### src/rtl/id_ex_pipe.sv
// ID->EXE pipeline register: 1-cycle latency, optional 2-entry skid buffer (SKID=1) with registered in_ready.
// Backpressure: holds entries while out_ready=0; flush drops everything and reopens in_ready next cycle.
module id_ex_pipe #(
  parameter int DATA_W     = 32,
  parameter int REG_ADDR_W = 5,
  parameter int ALUC_W     = 4,
  parameter int SKID       = 1,
  parameter int CNT_W      = 16
) (
  input  logic                  clk,
  input  logic                  rst,
  input  logic                  in_valid,
  output logic                  in_ready,
  input  logic                  flush,
  input  logic                  write_reg,
  input  logic                  mem_to_reg,
  input  logic                  write_mem,
  input  logic                  shift,
  input  logic                  alu_imm,
  input  logic [ALUC_W-1:0]     aluc,
  input  logic [DATA_W-1:0]     operand_1_i,
  input  logic [DATA_W-1:0]     operand_2_i,
  input  logic [DATA_W-1:0]     operand_imm_i,
  input  logic [REG_ADDR_W-1:0] des_r_i,
  output logic                  out_valid,
  input  logic                  out_ready,
  output logic                  exe_write_reg,
  output logic                  exe_mem_to_reg,
  output logic                  exe_write_mem,
  output logic                  exe_shift,
  output logic                  exe_alu_imm,
  output logic [ALUC_W-1:0]     exe_aluc,
  output logic [DATA_W-1:0]     operand_1_o,
  output logic [DATA_W-1:0]     operand_2_o,
  output logic [DATA_W-1:0]     operand_imm_o,
  output logic [REG_ADDR_W-1:0] des_r_o,
  output logic [CNT_W-1:0]      bubble_count
);

  typedef struct packed {
    logic                  write_reg;
    logic                  mem_to_reg;
    logic                  write_mem;
    logic                  shift;
    logic                  alu_imm;
    logic [ALUC_W-1:0]     aluc;
    logic [DATA_W-1:0]     op1;
    logic [DATA_W-1:0]     op2;
    logic [DATA_W-1:0]     imm;
    logic [REG_ADDR_W-1:0] des_r;
  } ex_dat_t;

  typedef enum logic [1:0] {EMPTY, FULL, SKIDDED} state_t;

  state_t  state_q;
  ex_dat_t in_dat, main_q, skid_q;
  logic    rdy_q;
  logic    accept, consume;

  always_comb begin
    in_dat            = '0;
    in_dat.write_reg  = write_reg;
    in_dat.mem_to_reg = mem_to_reg;
    in_dat.write_mem  = write_mem;
    in_dat.shift      = shift;
    in_dat.alu_imm    = alu_imm;
    in_dat.aluc       = aluc;
    in_dat.op1        = operand_1_i;
    in_dat.op2        = operand_2_i;
    in_dat.imm        = operand_imm_i;
    in_dat.des_r      = des_r_i;
  end

  assign out_valid = (state_q != EMPTY);
  assign in_ready  = (SKID != 0) ? rdy_q : (~out_valid | out_ready);
  assign accept    = in_valid & in_ready;
  assign consume   = out_valid & out_ready;

  // SKIDDED is only reachable with SKID=1: with SKID=0 an accept in FULL implies a consume.
  always_ff @(posedge clk or posedge rst) begin
    if (rst) begin
      state_q <= EMPTY;
      main_q  <= '0;
      skid_q  <= '0;
      rdy_q   <= 1'b1;
    end else if (flush) begin
      state_q <= EMPTY;
      rdy_q   <= 1'b1;
    end else begin
      case (state_q)
        EMPTY: begin
          if (accept) begin
            main_q  <= in_dat;
            state_q <= FULL;
          end
        end
        FULL: begin
          if (accept && consume) begin
            main_q <= in_dat;
          end else if (accept) begin
            skid_q  <= in_dat;
            state_q <= SKIDDED;
            rdy_q   <= 1'b0;
          end else if (consume) begin
            state_q <= EMPTY;
          end
        end
        SKIDDED: begin
          if (consume) begin
            main_q  <= skid_q;
            state_q <= FULL;
            rdy_q   <= 1'b1;
          end
        end
        default: begin
          state_q <= EMPTY;
          rdy_q   <= 1'b1;
        end
      endcase
    end
  end

  always_ff @(posedge clk or posedge rst) begin
    if (rst) begin
      bubble_count <= '0;
    end else if (out_ready && !out_valid && (bubble_count != {CNT_W{1'b1}})) begin
      bubble_count <= bubble_count + 1'b1;
    end
  end

  // Write enables are masked so a drained or flushed stage never commits side effects.
  assign exe_write_reg  = main_q.write_reg & out_valid;
  assign exe_write_mem  = main_q.write_mem & out_valid;
  assign exe_mem_to_reg = main_q.mem_to_reg;
  assign exe_shift      = main_q.shift;
  assign exe_alu_imm    = main_q.alu_imm;
  assign exe_aluc       = main_q.aluc;
  assign operand_1_o    = main_q.op1;
  assign operand_2_o    = main_q.op2;
  assign operand_imm_o  = main_q.imm;
  assign des_r_o        = main_q.des_r;

endmodule

### config.mk
export PLATFORM = sky130hd
export DESIGN_NAME = id_ex_pipe
export DESIGN_NICKNAME = d
export VERILOG_FILES = /design/src/rtl/id_ex_pipe.sv
export SDC_FILE = /design/constraint.sdc
export NUM_CORES = 1
export LEC_CHECK = 0
export ABC_AREA = 1
export BUFFER_PORTS_ARGS = -buffer_cell sky130_fd_sc_hd__clkbuf_2
export CAP_MARGIN = 20
export CORE_MARGIN = 2
export CORE_UTILIZATION = 55
export DETAILED_ROUTE_END_ITERATION = 7
export MAX_ROUTING_LAYER = met4
export PLACE_DENSITY = 0.86
export SLEW_MARGIN = 15
export SYNTH_ARGS = -nofsm -noshare
export SYNTH_HDL_FRONTEND = slang
export SYNTH_SLANG_ARGS = --single-unit
### constraint.sdc
create_clock -name clk -period 9 [get_ports clk]
set_input_delay 0.45 -clock clk [delete_from_list [all_inputs] [get_ports clk]]
set_output_delay 0.45 -clock clk [all_outputs]
set_load 0.02 [all_outputs]
==> run_results.csv <==
group,metric,value,unit
outcome,status,"finished clean",
sta,drv_slew,0,
worst_hold_path,worst_hold_path_type,"in2async",
route,drc,0,
route,post_drt_wl_per_cell,13.71,um
route,top_layer_used,"met4",
route,drt-met1-wl,10490,um
route,routed_via_density,5.078,
clock_tree,clk_pin_slew,0.06,ns
yosys,syn_inst,1356,
floorplanning,die_w,147.4,um
clock_tree,cts_tree,"yes",
route,drtIter0Drc,508,
clock_tree,ctsResizeCount,0,
yosys,syn_area_per_cell,8.345,um2
sta,whs,0.03314,ns
yosys,netlist.area_leader.share,52.63,%
sta,fin_setup_tns,0,ns
floorplanning,die_area,21740,um2
yosys,ys_warn_count,0,
route,drtPass1Iterations,6,
sta,rsz0062_at_grt,"no",
route,num_vias,8851,
setup_path,critPathRequiredTime,9.42,ns
grt,grtUsageTotal,22.65,%
setup_path,startpoint,"in_ready",
place,post_dp_cell_area,11730,um2
clock_tree,cts_setup_buffers,0,
place,place_congestion,0.8448,
power,power,4.264,mW
sta,worst_pin_slew,1.017,ns
final_layout,antenna_cells,0,
clock_tree,htreeDepth,1,
setup_path,cp.arrival,3.75,ns
route,finalWirelength,23890,um
clock_tree,clock_sinks,239,
grt,grt_pass1_vias,8393,
yosys,synthTopCellsByArea,"dfrtp_1 (53%), buf_4 (8.4%), a21oi_1 (8.3%)",
yosys,syn-num-nets,1472,
power,cellPowerDensity,337.3,nW/um2
floorplanning,core.rowCount,52,
floorplanning,die_y,147.4,um
final_layout,syn2layout_area_growth,11.72,%
floorplanning,initial_utilization,55.92,%
grt,grt-ovfl-total,0,
yosys,synth_ff_type,"dfrtp_1",
sta,final.period_utilization,36.93,%
sta,period_minus_slack,3.324,ns
yosys,ys_top_cells_by_count,"dfrtp_1 (238), nand2_1 (225), nor2_1 (210)",
yosys,synth_seq_area_share,52.86,%
final_layout,final-seq-area,5982,um2
setup_path,cp_max_fo,73,
setup_path,path_class,"reg2reg",
yosys,ys_types,23,
setup_path,rr_startpoint,"in_ready",
sta,slew_headroom,32.19,%
grt,grt_max_degree,115,
final_layout,final_nets,1572,
final_layout,fill_cells,1676,
final_layout,regMostFlops,"skid_q",
route,dr_wl_met2,11140,um
grt,grt_pass1_wl,39820,um
final_layout,final_util,62.48,%
yosys,synth_area_leader_cell,"dfrtp_1",
floorplanning,core-area,20230,um2
route,wl_met3,1667,um
final_layout,design_area,12640,um2
job,drv_cap,0,
final_layout,largest_reg_flops,110,
yosys,async_reset_ff_share,100.0,%
setup_path,end_kind,"register",
yosys,synthesis.area,11320,um2
setup_path,start_kind,"register",
clock_tree,cts.path.max_buffers,3,
floorplanning,ioPinCount,243,
final_layout,multi_input_area,3642,um2
place,dp_hpwl,15600,um
sta,fmaxAchievable,300.9,MHz
sta,finClkSkew,0.01569,ns
place,port_buffers,242,
clock_tree,postCtsHoldBufs,0,
clock_tree,clock-root-buffer,"clkbuf_16",
sta,setup_viol_count_final,0,
final_layout,drive_gt1_share,20.57,%
clock_tree,cts_buffers,26,
yosys,yosysMostFrequentCell,"dfrtp_1",
route,antenna_left,0,
clock_tree,clock_latency,0.52,ns
grt,antenna_found_initial,0,
yosys,synth_edf_count,0,
yosys,synth-seq-cells,239,
power,power.static_leakage,6.229,nW
power,peakVddDrop,244.0,uV
sta,timing_hold_violations_final,0,
-- layout make-up --
class                   count  area share [%]
clock inverters            10           1.029
clock buffers              35           5.819
well taps                 270           2.672
repair buffers            251           10.37
flip-flops and latches    239           47.32
multi-input cells         806           28.81
inverters                 132           3.979
-- layer usage --
layer / global-route usage [%] / vias to the layer above
met5: - / -
met4: 6.250 / 0
met3: 4.012 / 50
met2: 35.37 / 299
met1: 30.95 / 4132
li1: - / 4370
-- placed cells by master, fill, tap and decap left out, drive strengths merged --
cell	instances
buf	9
o21ai	119
o211ai	2
clkbuf	277
nand3	12
clkinv	5
xnor2	7
o21a	31
nor2	213
nand2	226
a21oi	187
ha	1
dfstp	1
nand4	8
bufinv	3
dfrtp	238
clkinvlp	2
inv	132
-- worst max-delay path, cell delays in order (launching register included) --
cell,delay (ns)
dfstp_2,0.54
nand2_1,0.09
inv_1,0.11
o21ai_1,0.10
nor2_4,0.54
buf_4,0.55
buf_12,0.32
buf_4,0.61
nor2_1,0.11
a21oi_1,0.20
-- report_power, final --
group          internal [mW]  switching [mW]
clock                  0.656           0.419
sequential              1.55           0.248
combinational          0.468           0.922
total                   2.67            1.59
-- through the flow --
step / worst slack, ns / cells
floorplan: 1.992 / 1356
global placement: 5.637 / 1696
detailed placement: 5.489 / 1696
CTS: 5.485 / 1741
global route: 5.327 / 1743
finish: 5.676 / 1743
-- cell families after synthesis --
logic type	after synthesis	synth area share, %
XOR/XNOR	7	0.5418
AO/OA/AOI/OAI	339	15.76
AND/OR/NAND/NOR	459	15.62
buffers and inverters	311	15.10
flip-flops	239	52.86
adder cells (fa/ha/maj)	1	0.1106
-- final timing paths --
kind                       slack (ns)         endpoint  cells past startpoint
min reg2reg                      0.47         in_ready                      2
min in group clk                 0.18       skid_q[35]                      3
max reg2reg                      5.68  operand_2_o[30]                      9
max in group asynchronous        7.56  operand_2_o[20]                      3
min                              0.03       skid_q[12]                      2
max                              5.68  operand_2_o[30]                      9
No activity file was read; power rests on OpenSTA's default activity.
